==> config.mk <==
export PLATFORM = sky130hd
export DESIGN_NAME = eth_mac_tx_arb
export DESIGN_NICKNAME = d
export VERILOG_FILES = /design/src/rtl/eth_mac_pkg.sv /design/src/rtl/eth_rr_arb.sv /design/src/rtl/eth_mac_tx_arb.sv
export SDC_FILE = /design/constraint.sdc
export NUM_CORES = 1
export LEC_CHECK = 0
export CORE_AREA = 2 2 244 246
export CTS_BUF_LIST = sky130_fd_sc_hd__clkbuf_16
export CTS_CLUSTER_SIZE = 25
export DETAILED_ROUTE_END_ITERATION = 16
export DIE_AREA = 0 0 246 248
export PLACE_DENSITY = 0.43
export SYNTH_ARGS = -nofsm -noshare
export SYNTH_HDL_FRONTEND = slang
export SYNTH_HIERARCHICAL = 1
export SYNTH_SLANG_ARGS = --single-unit
==> constraint.sdc <==
create_clock -name tx_clk -period 2.4 [get_ports tx_clk]
set_input_delay 0.36 -clock tx_clk [delete_from_list [all_inputs] [get_ports tx_clk]]
set_output_delay 0.36 -clock tx_clk [all_outputs]
set_load 0.01 [all_outputs]
==> src/rtl/eth_mac_pkg.sv <==
// Shared types and PTP tag field helpers for the MAC TX arbiter.
// A tag is {sequence, port}: the port index sits in the LSBs, the sequence number fills the MSBs.
package eth_mac_pkg;

  typedef enum logic [0:0] {
    IDLE   = 1'b0,
    ACTIVE = 1'b1
  } arb_state_t;

  localparam int unsigned TAG_MAX_WIDTH = 64;

  function automatic logic [TAG_MAX_WIDTH-1:0] port_mask(input int unsigned port_width);
    return (TAG_MAX_WIDTH'(1) << port_width) - TAG_MAX_WIDTH'(1);
  endfunction

  function automatic logic [TAG_MAX_WIDTH-1:0] tag_pack(
    input logic [TAG_MAX_WIDTH-1:0] seq,
    input logic [TAG_MAX_WIDTH-1:0] port,
    input int unsigned              port_width
  );
    return (seq << port_width) | (port & port_mask(port_width));
  endfunction

  function automatic logic [TAG_MAX_WIDTH-1:0] tag_port(
    input logic [TAG_MAX_WIDTH-1:0] tag,
    input int unsigned              port_width
  );
    return tag & port_mask(port_width);
  endfunction

endpackage

==> src/rtl/eth_rr_arb.sv <==
// Combinational round-robin pick: first requesting port at or after ptr, wrapping modulo PORTS.
module eth_rr_arb #(
  parameter int unsigned PORTS      = 4,
  parameter int unsigned PORT_WIDTH = $clog2(PORTS)
) (
  input  logic [PORTS-1:0]      req,
  input  logic [PORT_WIDTH-1:0] ptr,
  output logic [PORTS-1:0]      grant_oh_c,
  output logic [PORT_WIDTH-1:0] grant_idx_c,
  output logic                  grant_valid_c
);

  always_comb begin
    int unsigned idx;
    logic        found;
    grant_oh_c    = '0;
    grant_idx_c   = '0;
    grant_valid_c = 1'b0;
    idx           = 0;
    found         = 1'b0;
    for (int unsigned i = 0; i < PORTS; i++) begin
      idx = (32'(ptr) + i) % PORTS;
      if (!found && req[idx]) begin
        found            = 1'b1;
        grant_idx_c      = PORT_WIDTH'(idx);
        grant_oh_c[idx]  = 1'b1;
      end
    end
    grant_valid_c = found;
  end

endmodule

==> src/rtl/eth_mac_tx_arb.sv <==
// Frame-granular round-robin arbiter in front of the MAC TX stream; tags each frame
// with {seq, port} and steers returned PTP timestamps back to the owning port.
module eth_mac_tx_arb
  import eth_mac_pkg::*;
#(
  parameter int unsigned PORTS           = 4,
  parameter int unsigned AXIS_DATA_WIDTH = 64,
  parameter int unsigned AXIS_KEEP_WIDTH = AXIS_DATA_WIDTH / 8,
  parameter int unsigned PTP_TS_WIDTH    = 96,
  parameter int unsigned PTP_TAG_WIDTH   = 16
) (
  input  logic                               tx_clk,
  input  logic                               tx_rst,
  input  logic [PORTS*AXIS_DATA_WIDTH-1:0]   s_axis_tdata,
  input  logic [PORTS*AXIS_KEEP_WIDTH-1:0]   s_axis_tkeep,
  input  logic [PORTS-1:0]                   s_axis_tlast,
  input  logic [PORTS-1:0]                   s_axis_tuser,
  input  logic [PORTS-1:0]                   s_axis_tvalid,
  output logic [PORTS-1:0]                   s_axis_tready,
  output logic [AXIS_DATA_WIDTH-1:0]         tx_axis_tdata,
  output logic [AXIS_KEEP_WIDTH-1:0]         tx_axis_tkeep,
  output logic                               tx_axis_tlast,
  output logic [PTP_TAG_WIDTH:0]             tx_axis_tuser,
  output logic                               tx_axis_tvalid,
  input  logic                               tx_axis_tready,
  input  logic [PTP_TS_WIDTH-1:0]            tx_ptp_ts,
  input  logic [PTP_TAG_WIDTH-1:0]           tx_ptp_ts_tag,
  input  logic                               tx_ptp_ts_valid,
  output logic [PTP_TS_WIDTH-1:0]            port_ptp_ts,
  output logic [PTP_TAG_WIDTH-1:0]           port_ptp_ts_tag,
  output logic [PORTS-1:0]                   port_ptp_ts_valid
);

  localparam int unsigned PORT_WIDTH = $clog2(PORTS);
  localparam int unsigned SEQ_WIDTH  = PTP_TAG_WIDTH - PORT_WIDTH;

  arb_state_t               state;
  arb_state_t               state_next;
  logic [PORT_WIDTH-1:0]    grant;
  logic [PORTS-1:0]         grant_oh;
  logic [PORT_WIDTH-1:0]    rr_ptr;
  logic [SEQ_WIDTH-1:0]     seq;
  logic [PTP_TAG_WIDTH-1:0] tag;

  logic [PORTS-1:0]         arb_oh_c;
  logic [PORT_WIDTH-1:0]    arb_idx_c;
  logic                     arb_valid_c;
  logic                     frame_end_c;
  logic [PORT_WIDTH-1:0]    ts_port_c;

  eth_rr_arb #(
    .PORTS      (PORTS),
    .PORT_WIDTH (PORT_WIDTH)
  ) u_rr_arb (
    .req           (s_axis_tvalid),
    .ptr           (rr_ptr),
    .grant_oh_c    (arb_oh_c),
    .grant_idx_c   (arb_idx_c),
    .grant_valid_c (arb_valid_c)
  );

  // Grant/tag latch at arbitration, sequence and pointer advance on the last accepted beat.
  always_ff @(posedge tx_clk) begin
    if (tx_rst) begin
      state    <= IDLE;
      grant    <= '0;
      grant_oh <= '0;
      rr_ptr   <= '0;
      seq      <= '0;
      tag      <= '0;
    end else begin
      state <= state_next;
      if (state == IDLE && arb_valid_c) begin
        grant    <= arb_idx_c;
        grant_oh <= arb_oh_c;
        tag      <= PTP_TAG_WIDTH'(tag_pack(TAG_MAX_WIDTH'(seq), TAG_MAX_WIDTH'(arb_idx_c),
                                            PORT_WIDTH));
      end
      if (frame_end_c) begin
        seq    <= seq + SEQ_WIDTH'(1);
        rr_ptr <= (32'(grant) == PORTS - 1) ? '0 : grant + PORT_WIDTH'(1);
      end
    end
  end

  // Next state plus the zero-latency data path from the granted port to the MAC.
  always_comb begin
    state_next     = state;
    frame_end_c    = 1'b0;
    s_axis_tready  = '0;
    tx_axis_tdata  = '0;
    tx_axis_tkeep  = '0;
    tx_axis_tlast  = 1'b0;
    tx_axis_tuser  = '0;
    tx_axis_tvalid = 1'b0;
    case (state)
      IDLE: begin
        if (arb_valid_c) state_next = ACTIVE;
      end
      ACTIVE: begin
        tx_axis_tdata  = s_axis_tdata[32'(grant)*AXIS_DATA_WIDTH +: AXIS_DATA_WIDTH];
        tx_axis_tkeep  = s_axis_tkeep[32'(grant)*AXIS_KEEP_WIDTH +: AXIS_KEEP_WIDTH];
        tx_axis_tlast  = s_axis_tlast[grant];
        tx_axis_tvalid = s_axis_tvalid[grant];
        tx_axis_tuser  = {tag, s_axis_tuser[grant]};
        s_axis_tready  = grant_oh & {PORTS{tx_axis_tready}};
        frame_end_c    = s_axis_tvalid[grant] && tx_axis_tready && s_axis_tlast[grant];
        if (frame_end_c) state_next = IDLE;
      end
      default: state_next = IDLE;
    endcase
  end

  assign ts_port_c = PORT_WIDTH'(tag_port(TAG_MAX_WIDTH'(tx_ptp_ts_tag), PORT_WIDTH));

  // Timestamp return path; tags naming a nonexistent port are dropped.
  always_ff @(posedge tx_clk) begin
    if (tx_rst) begin
      port_ptp_ts       <= '0;
      port_ptp_ts_tag   <= '0;
      port_ptp_ts_valid <= '0;
    end else begin
      port_ptp_ts_valid <= '0;
      if (tx_ptp_ts_valid && (32'(ts_port_c) < PORTS)) begin
        port_ptp_ts       <= tx_ptp_ts;
        port_ptp_ts_tag   <= tx_ptp_ts_tag;
        port_ptp_ts_valid <= PORTS'(1) << ts_port_c;
      end
    end
  end

endmodule

-- Word-level counts from Yosys, hierarchy flattened
Cells that the tools add are included.
Widths: inputs -> output; s select.
- word-level logic and storage cells: 93
- input port bits: 416
- output and inout port bits: 211
- flip-flop bits (word level): 155
- multiplexer cells: 45
- order comparisons: 9
- shifts and indexed selects: 3
- bitwise operators: 7
- $add $sub $neg: 5
- equal/unequal tests: 1
- reduce and logical (&&, ||, !) cells: 14
- operator list (cell ; count):
    $shiftx 256x9->64 ; 1
    $mux 64 ; 1
    $shiftx 32x6->8 ; 1
    $mux 1 ; 20
    $mux 4 ; 5
    $mux 17 ; 1
    $or 16x2->16 ; 1
    $lt 2x3->1 const B ; 5
    $add 14x1->14 const B ; 1
    $bmux 1 s2 ; 7
    $or 4x4->4 ; 3
    $logic_and 1x1->1 ; 10
    $mux 2 ; 5
    $demux 1 s2 ; 4
    $ge 2x1->1 const B ; 4
    $mux 8 ; 1
    $add 2x1->2 const B ; 2
    $add 2x2->2 const B ; 2
    $and 4x4->4 ; 1
    $shl 1x2->4 const A ; 1
    $logic_not 1->1 ; 3
    $eq 2x2->1 const B ; 1
    $not 1->1 ; 2
    $pmux 1 s2 ; 1
    $reduce_or 2->1 ; 1

-- Logic depth before layout (Yosys ltp)
Gate-level depths: netlist of the first run.
- word-level depth: 14
- depth in mapped cells: 11
- depth with buffers taken out: 8

-- Modules after synthesis
The synthesis of the first run kept the hierarchy.
- modules (own cells, without submodules) (module ; cells an instance ; sequential area each (um2) ; times used ; area each (um2)):
    eth_mac_tx_arb ; 749 ; 3062.9 ; 1 ; 7866.3
    eth_rr_arb ; 45 ; 0.0 ; 1 ; 419.2

-- Worst setup path before layout of the first run
OpenSTA, ideal clock, no wires.
- path type: register to register
- start point: register rr_ptr[0]
- end point: register grant[0]
- path slack: 88 ps
- setup time: 70 ps
- required time: 2330 ps
- buffers on the path: 3
- clock period less this slack: 2312 ps
- cell stages (with the launch flop): 12
- arrival time: 2242 ps
- cell sequence: dfxtp_1 > buf_6 > inv_1 > ha_1 > mux4_2 > buf_6 > nor3_1 > nand2b_1 > nand2b_1 > clkbuf_1 > nand2_1 > a21oi_1
- longest elaborated chain between the ends: 13
- elaborated cells between the ends (all ways): 26
- those cells by class: add/sub: 3; mux: 16; reduce/logical: 7
- RTL lines (element ; line ; RTL):
    start: declaration ; eth_mac_tx_arb.sv:41 ; logic [PORT_WIDTH-1:0] rr_ptr;
    start signal: assignment ; eth_mac_tx_arb.sv:81 ; rr_ptr <= (32'(grant) == PORTS - 1) ? '0 : grant + PORT_WIDTH'(1);
    branches (longest 11 deep; another with $add 2x1->2) ; - ;
    $mux 1 (*) ; eth_rr_arb.sv:23 ; if (!found && req[idx]) begin
    net arb_valid_c ; eth_mac_tx_arb.sv:47 ; logic arb_valid_c;
    $logic_and 1x1->1 (*) ; eth_mac_tx_arb.sv:73 ; if (state == IDLE && arb_valid_c) begin
    end signal: assignment ; eth_mac_tx_arb.sv:74 ; grant <= arb_idx_c;
    end: declaration ; eth_mac_tx_arb.sv:39 ; logic [PORT_WIDTH-1:0] grant;
Mark *: on every way through the listed nets, which the timed path passes. The select of a mux whose other input is x is not followed.
A chain may end at the register's enable or synchronous reset.

-- Worst setup path after layout of the first run
- start point: register grant[0]
- end point: output tx_axis_tdata[58]
- longest elaborated chain between the ends: 2
- RTL lines (element ; line ; RTL):
    $shiftx 256x9->64 ; eth_mac_tx_arb.sv:101 ; tx_axis_tdata = s_axis_tdata[32'(grant)*AXIS_DATA_WIDTH +: AXIS_DATA_WIDTH];
    $mux 64 ; eth_mac_tx_arb.sv:96 ; case (state)
    end: declaration ; eth_mac_tx_arb.sv:20 ; output logic [AXIS_DATA_WIDTH-1:0] tx_axis_tdata,
No other way between the ends.

==> results of run 1 <==
==> cells by family after synthesis <==
| kind of cell | synth area share (%) |
|---|---|
| AOI/OAI and AO/OA | 3.97 |
| DFF | 37.0 |
| muxes | 35.6 |
| buffers and inverters | 3.71 |
| xor gates and xnor gates | 0.529 |
| adders and majority gates | 1.06 |
| and+or+nand+nor | 18.2 |
==> power by group <==
part	internal [mW]	switching [mW]	total, mW
logic	1.74	1.02	2.75
clock network	1.41	1.31	2.72
registers	2.66	0.0775	2.74
==> sequential cells by signal (all words and copies together), names as in the netlist <==
register	flops
seq	14
state	1
port_ptp_ts_tag	16
port_ptp_ts_valid	4
tag	15
rr_ptr	2
port_ptp_ts	96
grant	1
grant_oh	4
==> metal layers <==
| layer | global-route usage [%] | vias up | share of wire, % |
|---|---|---|---|
| li1 | - | 4166 | - |
| met1 | 14.6 | 4280 | 34 |
| met2 | 28.3 | 423 | 54 |
| met3 | 5.55 | 62 | 9.3 |
| met4 | 4.81 | 6 | 2.8 |
| met5 | 0 | - | 0.075 |
==> layout make-up <==
cell class,count,area [um2]
well taps,773,967
multi-input cells,568,5080
flip-flops and latches,153,3070
clock inverters,15,175
clock buffers,17,425
fillers,6180,41400
inverters,6,22.5
repair buffers,703,7330
diodes,8,20.0
==> worst max-delay path: cells and delay by family, from the launching register on <==
kind,cells,cell delay (ns)
AND/OR/NAND/NOR,1,0.18
buffers and inverters,4,0.55
multiplexers,1,0.54
flip-flops,1,0.39
==> layout by cell type, fill, tap and decap left out, drive strengths merged, types with 2 or more instances in the layout <==
cell type and n:
xor2 5, or3 3, nand2b 5, diode 8, and2 93, o21ai 7, o31ai 7, inv 14
clkdlybuf4s50 549, a21oi 31, and4 2, dfxtp 153, nand2 48, mux2i 114, nand3 5, nor3 4
and3 7, mux4 79, ha 7, nand4 5, buf 151, a22oi 8, mux2 2, clkinv 6
clkbuf 20, or4 6, nor2 123
==> what timing repair did <==
item                                    CTS  global route
gates cloned                              7             1
resized for setup                       425            41
buffers inserted                         27             1
endpoints found under the setup margin   75            92
pin swaps                                 2             4
==> through the flow <==
| step | instance area (um2) | TNS [ns] | utilization, % | instances |
|---|---|---|---|---|
| 3_3_place_gp | 15700 | -0.793 | 26.9 | 2171 |
| 3_5_place_dp | 15700 | -1.71 | 26.9 | 2171 |
| 6_report | 17100 | -0.283 | 29.2 | 2243 |
| 2_1_floorplan | 8290 | 0 | - | 794 |
| 4_1_cts | 17000 | -3.01 | 29.0 | 2236 |
| 5_1_grt | 17100 | -3.76 | 29.2 | 2238 |
==> worst min path at each step <==
| stage | start | to |
|---|---|---|
| floorplan | tag[10] | tag[10] |
| global placement | grant_oh[3] | grant_oh[3] |
| detailed placement | grant_oh[3] | grant_oh[3] |
| CTS | tx_rst | port_ptp_ts[27] |
| global route | tx_rst | port_ptp_ts[19] |
| finish | tx_rst | port_ptp_ts[27] |
==> run_results.csv, run 1 <==
group,metric,value,unit
critical_path,crit_path_start_kind,"flop",
critical_path,critPathKind,"flop to output port",
min_path,holdPathStages,2,
route,postRouteWirelength,47.8,mm
cts,worstSkewPairLatency,0.44,ns
placed_design,gp_congestion,0.840,
floorplanning,die_h,248,um
min_path,hp-class,"input port to flop",
global_route,grt_usage,14.8,%
critical_path,r2r_slack,0.12,ns
cells_and_area,layout.nets,1872,
timing,rsz0062_at_grt,"yes",
timing,slew_viol_final,0,
synth,ys_ff_latch,153,
route,avgViaCountPerCell,3.98,
critical_path,rr_worst_depth,9,
synth,synthTopCellsByArea,"dfxtp_1 (37%), mux4_2 (21%), mux2i_1 (14%)",
global_route,antenna_found_initial,15,
synth,ys_types,35,
timing,setup_viol,26,
critical_path,endpoint,"tx_axis_tdata[58]",
timing,relSlewSlack,72.4,%
cts,clockRootBuffer,"clkbuf_16",
status,outcome,"complete, but fails checks",
floorplanning,core_area,58500,um2
job,max-cap-violations,0,
floorplanning,rows,89,
critical_path,rr_startpoint,"grant[0]",
floorplanning,io_pins,627,
synth,synth_edf_count,0,
timing,tightest_slew,0.415,ns
cells_and_area,layout-drive-gt1-share,23.1,%
floorplanning,design.die.area,61000,um2
synth,yosys.area.top_type,"dfxtp_1",
synth,postSynthCellCount,794,
timing,post-route-min-period,2.48,ns
synth,avgSynthCellArea,10.4,um2
route,drt_iter0_markers,365,
synth,yosysSeqAreaShare,37.0,%
cts,ctsHoldBuffers,0,
critical_path,worstPathRequired,2.04,ns
placed_design,port_buffers,626,
cts,cts_buffers,17,
timing,worst_slack,-0.0782,ns
synth,yosysMostFrequentCell,"dfxtp_1",
cts,htree_num_levels,4,
synth,ys_warn_count,6,
critical_path,r2r-end,"seq[11]",
route,dr.pass1.iters,5,
critical_path,crit_fanout,6,
critical_path,slowest_stage,"mux4_2",
power,power_density,480,nW/um2
synth,synth_area,8290,um2
global_route,grt_pass1_vias,9242,
cts,max-clock-path-buffers,2,
floorplanning,start_util,14.2,%
critical_path,crit_chain,"buf_12 > buf_12 > buf_16 > mux4_2 > and2_4 > buf_6",
synth,synth_top_area_share,37.0,%
timing,clock_skew,0.00701,ns
placed_design,post-place-ws,-0.179,ns
route,ant_nets,0,
critical_path,critPathCaptureType,"output port",
critical_path,cpMostUsedCell,"buf_12",
synth,ys.flop_type,"dfxtp_1",
status,violations,"negative setup slack",
route,wl_per_cell,21.3,um
synth,synthTopCellsByCount,"dfxtp_1 (153), nor2_1 (123), mux2i_1 (114), and2_1 (93), mux4_2 (77)",
cts,clock_sinks,153,
route,num_vias,8937,
floorplanning,chipWidth,246,um
timing,fmax,0.404,GHz
cells_and_area,syn2layout_area_growth,106,%
cts,cts_tree,"built",
power,leakage,6.60,nW
timing,hold_viol,0,
global_route,overflow,0,
critical_path,crit_path_start,"grant[0]",
cts,clkTransAtPathRegs,0.08,ns
synth,synthArstFlopShare,0,%
power,max-vdd-ir-drop,0.390,mV
timing,fin_crit_sh,103,%
global_route,grt_start_max_net_pins,91,
critical_path,crit_arrival,2.12,ns
power,power,8.21,mW
timing,whs,0.330,ns
placed_design,dp_hpwl,38.2,mm
route,drc_errors,0,
critical_path,max_stage_delay,0.54,ns
synth,synth_nets,1217,
global_route,grt_first_pass_wirelength,65.1,mm
Power figures use the tool's default switching activity.
==> inputs of run 2 (changes only) <==
CORE_AREA = 4 4 239 241   (was 2 2 244 246)
DIE_AREA = 0 0 243 245   (was 0 0 246 248)
PLACE_DENSITY = 0.45   (was 0.43)
==> run_results.csv, run 2 (same netlist as run 1, synthesis figures left out) <==
group,metric,value,unit
status,outcome,"complete, but fails checks",
status,violations,"negative setup slack",
placed_design,dp_hpwl,38.9,mm
cells_and_area,syn2layout_area_growth,102,%
timing,clock_skew,0.0120,ns
route,dr.pass1.iters,4,
timing,slew_viol_final,0,
floorplanning,io_pins,627,
timing,worst_slack,-0.0327,ns
route,postRouteWirelength,48.3,mm
timing,fin_crit_sh,101,%
timing,setup_viol,16,
critical_path,crit_fanout,5,
route,num_vias,8948,
route,ant_nets,0,
power,power_density,491,nW/um2
cells_and_area,layout-drive-gt1-share,21.0,%
floorplanning,start_util,15.1,%
timing,tightest_slew,0.581,ns
job,max-cap-violations,0,
cts,clock_sinks,153,
floorplanning,rows,86,
critical_path,crit_arrival,2.07,ns
cells_and_area,layout.nets,1859,
cells_and_area,post-route-cell-area,16800,um2
cells_and_area,regMostFlops,"port_ptp_ts",
global_route,grt_usage,15.5,%
timing,post-route-min-period,2.43,ns
global_route,grt_start_max_net_pins,57,
min_path,hp-class,"input port to flop",
cells_and_area,layout_common_cells,"clkdlybuf4s50_1 (548), dfxtp_1 (150), nor2_1 (123)",
placed_design,placed_area,15600,um2
power,power,8.23,mW
placed_design,gp_congestion,0.909,
timing,rsz0062_at_grt,"yes",
critical_path,critPathKind,"flop to output port",
critical_path,worstPathRequired,2.04,ns
route,avgViaCountPerCell,4.13,
cells_and_area,final_common_cell,"clkdlybuf4s50_1",
cells_and_area,top_regs,"port_ptp_ts: 96 flops, port_ptp_ts_tag: 16 flops, tag: 15 flops",
cts,clockRootBuffer,"clkbuf_16",
global_route,grt_pass1_vias,9519,
floorplanning,die_h,245,um
route,wl_per_cell,22.3,um
floorplanning,design.die.area,59500,um2
global_route,grt_first_pass_wirelength,68.5,mm
power,max-vdd-ir-drop,0.501,mV
timing,fmax,0.411,GHz
timing,relSlewSlack,61.3,%
cts,worstSkewPairLatency,0.44,ns
cts,htree_num_levels,4,
cts,cts_buffers,17,
critical_path,critPathCaptureType,"output port",
route,drt_iter0_markers,379,
power,leakage,6.50,nW
cts,cts_tree,"built",
floorplanning,chipWidth,243,um
cells_and_area,largest_reg_flops,96,
critical_path,crit_path_start_kind,"flop",
cts,ctsHoldBuffers,0,
global_route,overflow,0,
cts,clkTransAtPathRegs,0.07,ns
placed_design,post-place-ws,-0.170,ns
timing,hold_viol,0,
route,drc_errors,0,
cts,max-clock-path-buffers,2,
global_route,antenna_found_initial,15,
floorplanning,core_area,54900,um2
placed_design,port_buffers,626,
==> run 2: report_power, final <==
part	internal, mW	switching, mW	leakage, nW
clock	1.52	1.32	0.303
combinational	1.66	0.999	4.94
sequential	2.66	0.0766	1.26
total	5.83	2.39	6.50
==> run 2: critical path: stages, from the launching register on <==
cell	delay [ns]
dfxtp_4	0.37
buf_12	0.13
buf_12	0.13
buf_16	0.12
buf_12	0.10
mux4_2	0.48
and2_4	0.17
buf_6	0.12
==> run 2: through the flow <==
stage | cells | util, % | setup TNS, ns | hold WS (ns)
2_1_floorplan | 794 | - | 0 | 0.432
3_3_place_gp | 2097 | 28.4 | -0.203 | 0.443
3_5_place_dp | 2097 | 28.4 | -1.38 | 0.443
4_1_cts | 2151 | 30.2 | -2.38 | 0.375
5_1_grt | 2159 | 30.5 | -2.80 | 0.391
6_report | 2165 | 30.5 | -0.262 | 0.385
==> run 2: cell type report <==
class / count / area, um2
fillers: 5745 / 38100
well taps: 704 / 881
repair buffers: 690 / 7100
multi-input cells: 568 / 5030
clock buffers: 17 / 425
clock inverters: 15 / 193
inverters: 6 / 22.5
diodes: 12 / 30.0
flip-flops and latches: 153 / 3070
==> run 2: metal layers <==
metal | track usage (%) | vias to the layer above | routed length (um)
met3 | 6.22 | 57 | 4260
li1 | - | 4131 | -
met5 | 0 | - | 21
met1 | 15.7 | 4342 | 17200
met4 | 5.86 | 4 | 1870
met2 | 28.8 | 414 | 25000
==> run 2: repair_timing <==
| item | CTS | global route |
|---|---|---|
| pin swaps | 16 | 5 |
| gates cloned | 5 | 1 |
| resized for setup | 355 | 49 |
| buffers inserted | 18 | 2 |
| endpoints found under the setup margin | 74 | 59 |
==> run 2: worst paths after layout <==
path / startpoint / endpoint / slack [ns] / cells after the start
max: grant[0] / tx_axis_tdata[34] / -0.03 / 7
min: tx_rst / port_ptp_ts[26] / 0.38 / 2
max reg2reg: rr_ptr[0] / grant_oh[2] / 0.17 / 10
min reg2reg: tag[2] / tag[2] / 0.45 / 2
